===== src/rtl/tpu_job_sequencer.sv =====
// Streaming job front-end for the TPU slave: turns 16 input rows into the
// A/B write burst, optional C clear, MatMul trigger, and a paced C read-back.
module tpu_job_sequencer #(
    parameter int DATAW       = 64,
    parameter int ADDRW       = 16,
    parameter int DIM         = 8,
    parameter int C_WORDS     = 16,
    parameter int MATMUL_WAIT = 24,
    parameter logic [ADDRW-1:0] A_BASE  = 16'h0100,
    parameter logic [ADDRW-1:0] B_BASE  = 16'h0200,
    parameter logic [ADDRW-1:0] C_BASE  = 16'h0300,
    parameter logic [ADDRW-1:0] MM_ADDR = 16'h0400
) (
    input  logic             clk,
    input  logic             rst,
    input  logic             start,
    input  logic             clear_c,
    output logic             busy,
    output logic             done,
    output logic             start_err,
    input  logic             in_valid,
    output logic             in_ready,
    input  logic [DATAW-1:0] in_data,
    output logic             out_valid,
    input  logic             out_ready,
    output logic [DATAW-1:0] out_data,
    output logic             tpu_r_w,
    output logic [ADDRW-1:0] tpu_addr,
    output logic [DATAW-1:0] tpu_dataIn,
    input  logic [DATAW-1:0] tpu_dataOut
);

    // state     | meaning
    // IDLE      | waiting for start
    // LOAD_A    | streaming A rows into the TPU
    // LOAD_B    | streaming B rows into the TPU
    // CLEAR_C   | zeroing the C accumulators
    // MM        | issuing the MatMul trigger write
    // WAIT      | letting the systolic array drain
    // ISSUE     | C read address on the bus
    // CAPTURE   | C read data sampled into out_data
    // HOLD      | C word offered downstream until accepted
    // DONE      | one-cycle completion pulse
    typedef enum logic [3:0] {
        S_IDLE, S_LOAD_A, S_LOAD_B, S_CLEAR_C, S_MM,
        S_WAIT, S_ISSUE, S_CAPTURE, S_HOLD, S_DONE
    } state_t;

    localparam int WCW = $clog2(MATMUL_WAIT + 1);
    localparam logic [3:0] DIM_LAST = 4'(DIM - 1);
    localparam logic [3:0] C_LAST   = 4'(C_WORDS - 1);

    state_t         state;
    logic [3:0]     word_cnt;
    logic [WCW-1:0] wait_cnt;
    logic           clr_lat;

    function automatic logic [ADDRW-1:0] word_addr(input logic [ADDRW-1:0] base,
                                                   input logic [3:0] idx);
        return base + ADDRW'({idx, 3'b000});
    endfunction

    always_ff @(posedge clk) begin
        if (rst) begin
            state      <= S_IDLE;
            word_cnt   <= '0;
            wait_cnt   <= '0;
            clr_lat    <= 1'b0;
            busy       <= 1'b0;
            done       <= 1'b0;
            start_err  <= 1'b0;
            in_ready   <= 1'b0;
            out_valid  <= 1'b0;
            out_data   <= '0;
            tpu_r_w    <= 1'b0;
            tpu_addr   <= '0;
            tpu_dataIn <= '0;
        end else begin
            // bus returns to idle unless a state below drives a cycle
            tpu_r_w    <= 1'b0;
            tpu_addr   <= '0;
            tpu_dataIn <= '0;
            done       <= 1'b0;
            start_err  <= start && (state != S_IDLE);

            case (state)
                S_IDLE: begin
                    if (start) begin
                        state    <= S_LOAD_A;
                        clr_lat  <= clear_c;
                        word_cnt <= '0;
                        busy     <= 1'b1;
                        in_ready <= 1'b1;
                    end
                end
                S_LOAD_A, S_LOAD_B: begin
                    if (in_valid) begin
                        tpu_r_w    <= 1'b1;
                        tpu_addr   <= word_addr((state == S_LOAD_A) ? A_BASE : B_BASE, word_cnt);
                        tpu_dataIn <= in_data;
                        if (word_cnt == DIM_LAST) begin
                            word_cnt <= '0;
                            if (state == S_LOAD_A) begin
                                state <= S_LOAD_B;
                            end else begin
                                in_ready <= 1'b0;
                                state    <= clr_lat ? S_CLEAR_C : S_MM;
                            end
                        end else begin
                            word_cnt <= word_cnt + 4'd1;
                        end
                    end
                end
                S_CLEAR_C: begin
                    tpu_r_w  <= 1'b1;
                    tpu_addr <= word_addr(C_BASE, word_cnt);
                    word_cnt <= word_cnt + 4'd1;
                    if (word_cnt == C_LAST) state <= S_MM;
                end
                S_MM: begin
                    tpu_r_w  <= 1'b1;
                    tpu_addr <= MM_ADDR;
                    wait_cnt <= WCW'(MATMUL_WAIT);
                    state    <= S_WAIT;
                end
                S_WAIT: begin
                    if (wait_cnt == '0) begin
                        tpu_addr <= word_addr(C_BASE, word_cnt);
                        state    <= S_ISSUE;
                    end else begin
                        wait_cnt <= wait_cnt - WCW'(1);
                    end
                end
                S_ISSUE: begin
                    tpu_addr <= tpu_addr;
                    state    <= S_CAPTURE;
                end
                S_CAPTURE: begin
                    out_data  <= tpu_dataOut;
                    out_valid <= 1'b1;
                    state     <= S_HOLD;
                end
                S_HOLD: begin
                    if (out_ready) begin
                        out_valid <= 1'b0;
                        word_cnt  <= word_cnt + 4'd1;
                        if (word_cnt == C_LAST) begin
                            done  <= 1'b1;
                            state <= S_DONE;
                        end else begin
                            tpu_addr <= word_addr(C_BASE, word_cnt + 4'd1);
                            state    <= S_ISSUE;
                        end
                    end
                end
                S_DONE: begin
                    busy  <= 1'b0;
                    state <= S_IDLE;
                end
                default: state <= S_IDLE;
            endcase
        end
    end

endmodule


===== config.mk =====
export PLATFORM = sky130hd
export DESIGN_NAME = tpu_job_sequencer
export DESIGN_NICKNAME = d
export VERILOG_FILES = /design/src/rtl/tpu_job_sequencer.sv
export SDC_FILE = /design/constraint.sdc
export NUM_CORES = 1
export LEC_CHECK = 0
export BUFFER_PORTS_ARGS = -buffer_cell sky130_fd_sc_hd__buf_4
export CAP_MARGIN = 20
export CORE_MARGIN = 10
export CORE_UTILIZATION = 45
export CTS_CLUSTER_SIZE = 16
export DETAILED_ROUTE_END_ITERATION = 10
export PLACE_DENSITY_LB_ADDON = 0.15
export SLEW_MARGIN = 20
export SYNTH_ARGS = -nofsm -noshare
export SYNTH_HDL_FRONTEND = slang
export SYNTH_SLANG_ARGS = --single-unit

===== constraint.sdc =====
create_clock -name clk -period 2.2 [get_ports clk]
set_input_delay 0.22 -clock clk [delete_from_list [all_inputs] [get_ports clk]]
set_output_delay 0.22 -clock clk [all_outputs]
set_load 0.01 [all_outputs]

* Word level (Yosys, flattened, before mapping)
Cells that the tools add are included. W data, S select, Z words.
Storage, ports and cells: output and inout port bits 150, register bits 164, logic and storage cells 95, input port bits 134
Operators by class: equality and inequality tests 19, multiplexer cells 34, add/subtract/negate cells 5, reductions and logical operators 20, bitwise gates (word level) 4
Operator list (number):
- $pmux W16 S6 | 1
- $mux W11 | 4
- $mux W4 | 11
- $pmux W4 S8 | 1
- $add A10 B7 Y11 const A | 2
- $eq A4 B3 Y1 const B | 5
- $ne A2 B2 Y1 const B | 8
- $pmux W4 S4 | 1
- $eq A4 B4 Y1 const B | 3
- $add A10 B7 Y11 | 1
- $mux W10 | 1
- $pmux W5 S2 | 1
- $eq A4 B2 Y1 const B | 2
- $pmux W1 S2 | 4
- $reduce_and A2 Y1 | 4
- $reduce_bool A2 Y1 | 4
- $reduce_bool A4 Y1 | 2
- $mux W1 | 7
- $mux W3 | 2
- $reduce_and A6 Y1 | 1
- $reduce_or A3 Y1 | 2
- $logic_not A5 Y1 | 1
- $mux W5 | 1
- $reduce_and A5 Y1 | 1
- 8 further kinds | 12

* Depth between registers and ports, before layout
Gate-level depths: netlist of the first run.
depth after elaboration 5, depth in mapped cells 8, gate-level depth less buffers 7

* Least setup slack after synthesis of the first run
Ideal clock, no wire load.
path type reg-to-reg, from register wait_cnt[0], to register tpu_addr[5], data required time 2.130 ns, library setup time 0.070 ns, path buffers 0, clock period less this slack 1.810 ns, slack 0.390 ns, cell stages (with the launch flop) 8, arrival 1.740 ns, path through dfxtp_1 > inv_1 > ha_1 > or4b_4 > or3_1 > a21oi_2 > o21ai_1 > a21oi_1
Between the ends: cells in the longest elaborated chain, start to end 3
Ends and longest elaborated chain:
- start: declaration | RTL line 55 | logic [WCW-1:0] wait_cnt;
- start signal: assignment | RTL line 123 | wait_cnt <= WCW'(MATMUL_WAIT);
- start signal: assignment | RTL line 131 | wait_cnt <= wait_cnt - WCW'(1);
- $logic_not A5 Y1 | RTL line 127 | if (wait_cnt == '0) begin
- $mux W11 | RTL line 127
- $pmux W16 S6 | RTL line 86 | case (state)
- end signal: assignment | RTL line 99 | tpu_addr <= word_addr((state == S_LOAD_A) ? A_BASE : B_BASE, word_cnt);
- end signal: assignment | RTL line 128 | tpu_addr <= word_addr(C_BASE, word_cnt);
- end signal: assignment | RTL line 135 | tpu_addr <= tpu_addr;
- end: declaration | RTL line 28 | output logic [ADDRW-1:0] tpu_addr,
No other way between the ends. The select of a mux whose other input is x is not followed. A chain may end at the register's enable or synchronous reset.

* Worst setup path in the final report of the first run
Same ends and word-level chain as after synthesis.

==> results of run 1 <==
cells in the final DEF (no fill, tap or decap), types with 7 or more instances in the layout:
cell,synthesis,routed
dfxtp_1,155,154
nand2_1,149,149
inv_1,7,7
nand3_1,8,7
a21oi_1,84,84
buf_4,9,285
o21ai_0,7,7
conb_1,1,9
dlygate4sd3_1,0,49
nor2_1,18,17
and2_1,64,64
clkbuf_16,0,17
what timing repair did:
item	4_1_cts	5_1_grt
endpoints found under the setup margin	0	2
hold buffers	49	0
endpoints found under the hold margin	49	0
resized for setup	0	1
logic make-up (layout without fill, tap and decap cells):
family,after synthesis,after routing,share of synthesized area [%]
buf+inv,56,375,5.225
xor+xnor,5,5,0.7985
compound gates,119,119,12.32
simple gates,270,270,23.57
mux,3,3,0.5704
fa+ha+maj,4,4,0.8671
other cells,1,9,0.06838
flops,155,155,56.58
final timing paths:
check | startpoint | end | slack (ps)
setup / recovery | wait_cnt[0] | tpu_addr[5] | 210
hold / removal | in_data[18] | tpu_dataIn[18] | 10
setup reg to reg | wait_cnt[0] | tpu_addr[5] | 210
hold reg to reg | out_data[0] | out_data[0] | 450
sequential cells by signal (all words and copies together), names as in the netlist:
| register | cells |
|---|---|
| word_cnt | 4 |
| out_valid | 1 |
| start_err | 1 |
| clr_lat | 1 |
| tpu_dataIn | 64 |
| tpu_addr | 7 |
| done | 1 |
| state | 4 |
| out_data | 64 |
| busy | 1 |
| wait_cnt | 5 |
| tpu_r_w | 1 |
| in_ready | 1 |
per-stage QoR:
step / instances / util (%)
finish: 1087 / 73.50
global route: 1087 / 73.50
CTS: 1087 / 73.49
detailed placement: 1008 / 64.06
global placement: 1008 / 64.06
floorplan: 621 / -
metal layers:
metal / GRT usage (%) / up-vias / wire length (um)
met5: 0 / - / 0
met4: 9.941 / 0 / 572
met3: 9.307 / 36 / 1951
met2: 41.51 / 258 / 10720
met1: 23.90 / 2632 / 7394
li1: - / 2629 / -
power groups by stage:
stage	registers (W)	clock network, W	logic (W)
2_1_floorplan	0.00328	0	0.000682
3_3_place_gp	0.00325	0	0.00136
3_5_place_dp	0.00325	0	0.00138
4_1_cts	0.00320	0.00321	0.00146
5_1_grt	0.00324	0.00332	0.00160
6_report	0.00321	0.00317	0.00148
layout make-up:
type                    instances  area (sq um)
well taps                     147         183.9
fillers                       861          3169
repair buffers                337          2690
clock inverters                10         191.4
clock buffers                  20         446.7
inverters                       8         30.03
multi-input cells             410          2146
flip-flops and latches        155          3104
==> run_results.csv, run 1 <==
group,metric,value,unit
status,status,"finished clean",
synthesis,synth_area_leader_cell,"dfxtp_1",
clocking,clock_latency,420,ps
synthesis,synth_commonest_cells,"dfxtp_1 (155), nand2_1 (149), a21oi_1 (84)",
synthesis,synth_top_area_share,56.58,%
worst_hold_path,hp-class,"in -> reg",
timing,rsz0062_at_grt,"no",
synthesis,ys_seq_area_share,56.58,%
synthesis,syn-cell-area,0.005484,sq mm
timing,max_freq,0.5033,GHz
grt,track_usage,23.35,%
timing,timing.hold.ws,10.23,ps
die,die_area,0.01700,sq mm
synthesis,synth-edff-count,0,
power_and_ir_drop,p_comb_share,18.8,%
clocking,clockBufferDepth,2,
synthesis,ys_ff_latch,155,
clocking,clkSinkCount,155,
synthesis,postSynthCellCount,613,
route,drc,0,
placement,place_area,0.007662,sq mm
timing,slew_headroom,60.33,%
die,rows,40,
placement,dpl.hpwl,14300,um
power_and_ir_drop,p_total,0.007865,W
timing,finalHoldViolations,0,
route,num_vias,5555,
power_and_ir_drop,pwr_density_cell,894.5,mW/mm^2
synthesis,ys.flop_type,"dfxtp_1",
power_and_ir_drop,leakagePower,3.890,nW
setup_path,arrival,2340,ps
grt,grt_pass1_vias,5689,
finish,nets,1066,
worst_hold_path,hold_path_depth,2,
power_and_ir_drop,p_sw_share,25.90,%
power_and_ir_drop,pwr-share-clk,40.4,%
setup_path,crit_family,"simple AND/OR/NAND/NOR gates",
clocking,cts-htree-levels,4,
timing,fin_crit,1987,ps
power_and_ir_drop,p_seq_share,40.9,%
power_and_ir_drop,p_sw,0.002037,W
synthesis,synthTopCellsByArea,"dfxtp_1 (57%), nand2_1 (10%), a21oi_1 (7.7%), and2_1 (7.3%), clkbuf_1 (1.6%)",
synthesis,synthArstFlopShare,0,%
setup_path,crit_path_end_kind,"flop",
die,die_h,130.4,um
timing,drv_slew,0,
setup_path,cp.depth,7,
grt,antenna_found_initial,0,
timing,setup_viol,0,
timing,finalCritPeriodShare,90.32,%
timing,final.setup.tns,0,ps
route,via_per_inst,5.110,
finish,syn_to_final_growth,60.32,%
route,wirelength,20630,um
setup_path,path_cells,"inv_1, ha_1, or4b_4, or3_1, a21oi_2, o21ai_1, a21oi_1",
route,drt_iter0_drc,450,
finish,layout-drive-gt1-share,34.79,%
route,dr.pass1.iters,5,
die,coreArea,0.01196,sq mm
grt,grt_pass1_wl,30440,um
setup_path,crit_type,"reg -> reg",
setup_path,cp_max_fo,4,
placement,portBuffers,274,
timing,fin_ws,212.9,ps
setup_path,rr_worst_depth,7,
timing,tightest_slew,595.0,ps
power_and_ir_drop,p_int,0.005828,W
setup_path,cp-start-kind,"flop",
grt,grt_max_degree,65,
synthesis,syn_area_per_cell,8.946,sq um
setup_path,worstPathRequired,2550,ps
setup_path,cp_slowest_cell,"or4b_4",
die,fp.dieW,130.4,um
clocking,clkTransAtPathRegs,70,ps
clocking,numCtsBuffers,17,
die,start_util,45.85,%
grt,gr-total-overflow,0,
timing,finClkSkew,9.157,ps
synthesis,ys_warn_count,0,
finish,n_antenna_cell,0,
setup_path,path_buf_inv,1,
clocking,post-cts-setup-buffer-count,0,
route,ant_nets,0,
placement,place_ws,204.5,ps
power_and_ir_drop,ir_worst_vdd,0.7025,mV
finish,stdcell_area,0.008792,sq mm
placement,globalplace.congestion,0.8874,
synthesis,yosysMostFrequentCell,"dfxtp_1",
synthesis,synth_cell_types,58,
clocking,clk_root_buffer_cell,"clkbuf_16",
flow_run,maxCapViolations,0,
route,wl_per_cell,18.98,um
setup_path,max_stage_delay,490,ps
die,ios,284,
clocking,tritoncts,"yes",
No activity file was read; power rests on OpenSTA's default activity.
==> run 2, diff against run 1 <==
- CORE_UTILIZATION: 45 -> 47
- CTS_BUF_LIST: default -> sky130_fd_sc_hd__clkbuf_2 sky130_fd_sc_hd__clkbuf_4 sky130_fd_sc_hd__clkbuf_8
- SETUP_SLACK_MARGIN: default -> 0.5
==> run 2 against run 1 <==
  * Combinational power increased by 16%
  * Clock power is 35% lower
  * Critical path depth is the same
  * Utilization is 4.6 points higher
  * Total power shrank 12%
  * Register-to-register slack improved by 160 ps
  * Largest cell class unchanged
  * Maximum frequency grew 8.5%
==> run_results.csv, run 2 (synthesis gave the netlist of run 1 again) <==
group,metric,value,unit
worst_hold_path,hold_path_startpoint,"tpu_dataOut[63]",
finish,mostFrequentLayoutCells,"buf_4 (292), nand2_1 (147), dfxtp_1 (147), a21oi_1 (84), dlygate4sd3_1 (68)",
route,wirelength,21870,um
timing,drv_slew,0,
route,dr.pass1.iters,7,
worst_hold_path,hold_end,"out_data[63]",
status,status,"finished clean",
power_and_ir_drop,ir_worst_vdd,0.5137,mV
power_and_ir_drop,leakagePower,3.925,nW
placement,portBuffers,274,
route,num_vias,5693,
setup_path,cp-start-kind,"flop",
finish,post-route-util,78.14,%
finish,stdcell_area,0.008922,sq mm
setup_path,r2r_slack,370,ps
clocking,clkSinkCount,155,
timing,timing.hold.ws,17.49,ps
grt,grt_max_degree,65,
setup_path,crit_path_end_kind,"flop",
setup_path,r2r-end,"tpu_addr[5]",
placement,place_ws,330.3,ps
setup_path,worstPathRequired,2580,ps
setup_path,path_cells,"inv_2, ha_1, or4b_4, or3_4, a21oi_4, o21ai_1, a21oi_1",
grt,antenna_found_initial,0,
timing,finalCritPeriodShare,83.28,%
timing,finClkSkew,9.832,ps
grt,grt_pass1_wl,31900,um
flow_run,maxCapViolations,0,
placement,dpl.hpwl,14300,um
worst_hold_path,hp-class,"in -> reg",
grt,track_usage,24.68,%
timing,max_freq,0.5458,GHz
finish,fill_cells,733,
finish,final_common_cell,"buf_4",
finish,nets,1094,
grt,grt_pass1_vias,5754,
clocking,clock_latency,450,ps
timing,fin_crit,1832,ps
placement,globalplace.congestion,0.8893,
grt,gr-total-overflow,0,
clocking,cts-htree-levels,4,
setup_path,cp_max_fo,4,
clocking,clkTransAtPathRegs,80,ps
route,ant_nets,0,
clocking,numCtsBuffers,17,
finish,layout-drive-gt1-share,37.42,%
route,drt_iter0_drc,450,
die,die_area,0.01639,sq mm
setup_path,crit_type,"reg -> reg",
timing,finalHoldViolations,0,
power_and_ir_drop,pwr_density_cell,779.8,mW/mm^2
setup_path,arrival,2220,ps
timing,fin_ws,367.9,ps
die,die_h,128.0,um
route,wl_per_cell,19.65,um
placement,place_area,0.007641,sq mm
worst_hold_path,hold_path_depth,3,
finish,n_antenna_cell,0,
route,drc,0,
timing,setup_viol,0,
clocking,clockBufferDepth,2,
setup_path,timing.rr.start,"wait_cnt[1]",
setup_path,cp_slowest_cell,"or4b_4",
setup_path,rr_worst_depth,7,
die,rows,39,
clocking,tritoncts,"yes",
setup_path,max_stage_delay,500,ps
timing,rsz0062_at_grt,"yes",
die,fp.dieW,128.0,um
route,via_per_inst,5.115,
finish,reg_top3,"out_data x64, tpu_dataIn x64, tpu_addr x7",
finish,syn_to_final_growth,62.70,%
clocking,clk_root_buffer_cell,"clkbuf_8",
die,ios,284,
timing,final.setup.tns,0,ps
die,start_util,48.03,%
die,coreArea,0.01142,sq mm
[run 2: cell types whose count changed in the layout (fill, tap and decap cells not counted), sizes merged]
cell	delta
dlygate4sd3	+19
bufinv	-4
buf	+8
clkinvlp	+1
clkbuf	+3
clkinv	+3
[run 2: routing by layer]
layer	global-route usage (%)	vias to the layer above	wire [um]
li1	-	2673	-
met1	25.70	2708	7853
met2	42.96	271	11250
met3	11.00	41	2237
met4	8.874	0	535
met5	0	-	0
[run 2: layout make-up]
class	count	area [sq um]	area share, %
well taps	143	178.9	2.005
clock buffers	22	290.3	3.253
multi-input cells	410	2257	25.30
repair buffers	365	2960	33.18
inverters	8	30.03	0.3366
flip-flops and latches	155	3115	34.92
clock inverters	10	90.09	1.010
[run 2: worst max-delay path, delay by kind of cell, from the launching register on]
kind / cells / cell delay (ps)
AND/OR/NAND/NOR: 2 / 860
AO/OA/AOI/OAI: 3 / 380
flip-flops: 1 / 340
adder cells (fa/ha/maj): 1 / 130
buffers and inverters: 1 / 60
[run 2: through the flow]
stage / instances / total power [W]
2_1_floorplan: 621 / 0.003960
3_5_place_dp: 1005 / 0.004640
3_3_place_gp: 1005 / 0.004618
6_report: 1113 / 0.006957
5_1_grt: 1113 / 0.007237
4_1_cts: 1107 / 0.006806
[run 2: worst max path at each step]
stage	from	to	slack, ps	cells past startpoint
3_5_place_dp	wait_cnt[1]	state[1]	330	7
3_3_place_gp	state[0]	tpu_dataIn[55]	370	6
2_1_floorplan	wait_cnt[0]	tpu_addr[5]	500	7
6_report	wait_cnt[1]	tpu_addr[5]	370	7
4_1_cts	wait_cnt[1]	tpu_addr[5]	370	7
5_1_grt	wait_cnt[1]	tpu_addr[5]	300	7
[run 2: timing repair]
item	CTS	global route
hold buffers	65	3
setup endpoints to repair	81	84
hold endpoints to repair	65	3
pin swaps	3	7
gates resized for setup	21	17
cloned	0	1
setup buffers	5	2
[run 2: power by group]
part	internal, W	total (W)	switching [W]
Clock	0.00101	0.00205	0.00104
Sequential	0.00304	0.00319	0.000155
Combinational	0.000863	0.00172	0.000856
==> run 3, diff against run 2 <==
- clock period: 2.2 -> 1.8 ns (I/O delays scaled with it)
==> run 3 against run 2 <==
  * The flow now stops in global routing
  * Area after synthesis unchanged
  * Synthesized cell count stayed put
==> run_results.csv, run 3 <==
group,metric,value,unit
synthesis,synth-edff-count,0,
die,rows,39,
timing,worst_endpoint,"tpu_addr[5]$_SDFFE_PP0N_/D",
status,lastStage,"global routing",
synthesis,ys.flop_type,"dfxtp_1",
synthesis,synth_commonest_cells,"dfxtp_1 (155), nand2_1 (149), a21oi_1 (84)",
placement,portBuffers,274,
synthesis,synthTopCellsByArea,"dfxtp_1 (57%), nand2_1 (10%), a21oi_1 (7.7%), and2_1 (7.3%), clkbuf_1 (1.6%)",
die,start_util,48.03,%
synthesis,ys_warn_count,0,
clocking,clkSinkCount,155,
grt,grt_max_degree,65,
die,die_h,128.0,um
synthesis,postSynthCellCount,613,
grt,antenna_found_initial,7,
timing,endpoint_type,"register input",
synthesis,syn_area_per_cell,8.946,sq um
clocking,cts-htree-levels,4,
clocking,clockBufferDepth,2,
die,fp.dieW,128.0,um
synthesis,ys_seq_area_share,56.58,%
synthesis,ys_ff_latch,155,
grt,track_usage,82.17,%
synthesis,yosysMostFrequentCell,"dfxtp_1",
status,status,"aborted with a tool error",
die,ios,284,
synthesis,synth_cell_types,58,
status,error,"[ERROR GRT-0232] Routing congestion too high. Check the congestion heatmap in the GUI.",
synthesis,synth_top_area_share,56.58,%
clocking,numCtsBuffers,17,
placement,globalplace.congestion,0.8675,
grt,gr-total-overflow,422,
synthesis,synth_area_leader_cell,"dfxtp_1",
synthesis,syn-cell-area,0.005484,sq mm
clocking,clk_root_buffer_cell,"clkbuf_8",
placement,dpl.hpwl,13900,um
placement,place_ws,-50.00,ps
synthesis,synthArstFlopShare,0,%
-- run 3: cell counts after synthesis --
Identical to the previous run, type by type.
-- run 3: per-layer routing --
metal / global-route usage (%) / overflow
met1: 75.96 / 1
met2: 98.08 / 271
met3: 71.84 / 4
met4: 91.13 / 144
met5: 30.34 / 2
-- run 3: cell families after synthesis --
family	count (synthesis)	synth area share [%]
AO/OA/AOI/OAI	119	12.32
XOR/XNOR	5	0.7985
adder cells (fa/ha/maj)	4	0.8671
buffers and inverters	56	5.225
flip-flops	155	56.58
multiplexers	3	0.5704
other	1	0.06838
AND/OR/NAND/NOR	270	23.57
-- run 3: through the flow --
| step | instances | utilization (%) | hold WS, ps | instance area (sq um) | setup TNS (ps) |
|---|---|---|---|---|---|
| 2_1_floorplan | 621 | - | 296.1 | 5727 | 0 |
| 3_3_place_gp | 1006 | 67.94 | 381.6 | 7757 | 0 |
| 3_5_place_dp | 1006 | 67.94 | 386.1 | 7757 | -148.1 |
| 4_1_cts | 1186 | 88.22 | 2.591 | 10070 | -115.0 |
-- run 3: repair_timing --
action	in CTS
hold buffers	133
endpoints found under the hold margin	131
setup buffers	11
gates resized for setup	99
cloned	5
pin swaps	34
endpoints found under the setup margin	154
==> run 4, diff against run 3 <==
- CORE_UTILIZATION: 47 -> 35
- CTS_BUF_LIST: sky130_fd_sc_hd__clkbuf_2 sky130_fd_sc_hd__clkbuf_4 sky130_fd_sc_hd__clkbuf_8 -> default
- CTS_CLUSTER_SIZE: 16 -> default
- SETUP_SLACK_MARGIN: 0.5 -> default
==> run 4 against run 3 <==
  * The flow now finishes, with violations (setup timing)
==> run_results.csv, run 4 (synthesis gave the netlist of run 1 again) <==
group,metric,value,unit
route,dr.pass1.iters,4,
setup_path,crit_path_end_kind,"flop",
timing,max_freq,0.5411,GHz
finish,layout-drive-gt1-share,36.11,%
placement,portBuffers,274,
timing,fin_ws,-48.11,ps
route,drt_iter0_drc,246,
grt,grt_pass1_wl,31050,um
power_and_ir_drop,ir_worst_vdd,0.6722,mV
grt,grt_pass1_vias,5678,
placement,dpl.hpwl,14590,um
setup_path,cp_slowest_cell,"or4b_4",
setup_path,crit_type,"reg -> reg",
grt,grt_max_degree,65,
timing,finalCritPeriodShare,102.7,%
route,ant_nets,0,
grt,track_usage,18.21,%
setup_path,max_stage_delay,500,ps
route,wl_per_cell,16.71,um
clocking,tritoncts,"yes",
setup_path,startpoint,"wait_cnt[0]",
clocking,numCtsBuffers,17,
die,ios,284,
die,rows,45,
die,die_h,145.2,um
die,die_area,0.02108,sq mm
route,via_per_inst,4.600,
timing,setup_viol,4,
route,drc,0,
finish,nets,1108,
setup_path,timing.rr.start,"wait_cnt[0]",
power_and_ir_drop,pwr_density_cell,1039,mW/mm^2
timing,finClkSkew,6.332,ps
setup_path,arrival,2200,ps
timing,drv_slew,0,
route,num_vias,5497,
clocking,clockBufferDepth,2,
setup_path,cp_max_fo,4,
status,violations,"setup timing",
clocking,cts-htree-levels,4,
worst_hold_path,hp-class,"in -> reg",
grt,gr-total-overflow,0,
power_and_ir_drop,leakagePower,4.076,nW
setup_path,cp-start-kind,"flop",
clocking,clk_root_buffer_cell,"clkbuf_16",
clocking,clock_latency,410,ps
setup_path,worstPathRequired,2150,ps
status,status,"finished, violations left",
clocking,clkTransAtPathRegs,60,ps
timing,rsz0062_at_grt,"yes",
route,wirelength,19960,um
placement,globalplace.congestion,0.8582,
finish,stdcell_area,0.009268,sq mm
clocking,clkSinkCount,155,
grt,antenna_found_initial,1,
finish,syn_to_final_growth,68.99,%
setup_path,path_cells,"inv_2, ha_4, or4b_4, or3_4, a21oi_4, o21ai_1, a21oi_1",
flow_run,maxCapViolations,0,
die,coreArea,0.01526,sq mm
timing,finalHoldViolations,0,
finish,mostFrequentLayoutCells,"buf_4 (305), dfxtp_1 (152), nand2_1 (149), a21oi_1 (84), dlygate4sd3_1 (71)",
timing,final.setup.tns,-125.7,ps
die,start_util,35.94,%
die,fp.dieW,145.2,um
worst_hold_path,hold_path_startpoint,"tpu_dataOut[5]",
timing,fin_crit,1848,ps
finish,reg_top3,"out_data x64, tpu_dataIn x64, tpu_addr x7",
setup_path,r2r_slack,-50,ps
finish,final_common_cell,"buf_4",
placement,place_area,0.007878,sq mm
==> run 4: what timing repair did <==
item,in CTS,in global routing
endpoints found under the hold margin,71,0
setup buffers,2,0
pin swaps,6,8
resized for setup,4,8
hold buffers,71,0
endpoints found under the setup margin,6,14
gates cloned,0,0
==> run 4: through the flow <==
step                hold slack [ps]  setup slack (ps)  util [%]  instances  power (W)
finish                        17.48            -48.11     60.74       1195   0.009632
global route                  9.880            -112.7     60.74       1195    0.01007
CTS                          0.4229            -36.32     60.50       1194   0.009677
detailed placement            384.8            -154.6     51.63       1090   0.005803
global placement              381.6            -95.71     51.63       1090   0.005792
floorplan                     296.1             5.860         -        621   0.004840
==> run 4: worst paths after layout <==
check	depth (start not counted)	end
worst min-delay path	3	out_data[5]
worst max register to register	7	tpu_addr[5]
worst min register to register	2	out_data[5]
worst max-delay path	7	tpu_addr[5]
==> run 4: critical path: cells and delay by family (launching register included) <==
kind	cells	cell delay (ps)
AOI/OAI and AO/OA	3	390
adders and majority gates	1	120
buffers and inverters	1	70
DFF	1	320
and+or+nand+nor	2	880
==> run 4: area by class of cell <==
cell class,count,area [sq um]
fillers,1246,5991
flip-flops and latches,155,3107
repair buffers,379,3060
multi-input cells,410,2190
clock buffers,20,446.7
well taps,211,264.0
clock inverters,11,167.7
inverters,8,30.03
diodes,1,2.502
==> run 4: layer usage <==
layer,GRT usage (%),share of wire [%],wire length (um)
met5,0,0,0
met1,18.92,38,7562
met3,8.600,9.9,1973
met4,7.128,2.5,503
met2,31.17,50,9924
==> run 4: where the power goes <==
part	switching, W	total (W)	internal, W	leakage (nW)
sequential	0.000161	0.00387	0.00371	1.25
clock	0.00137	0.00372	0.00235	0.296
combinational	0.000985	0.00204	0.00106	2.53
total	0.00252	0.00963	0.00712	4.08
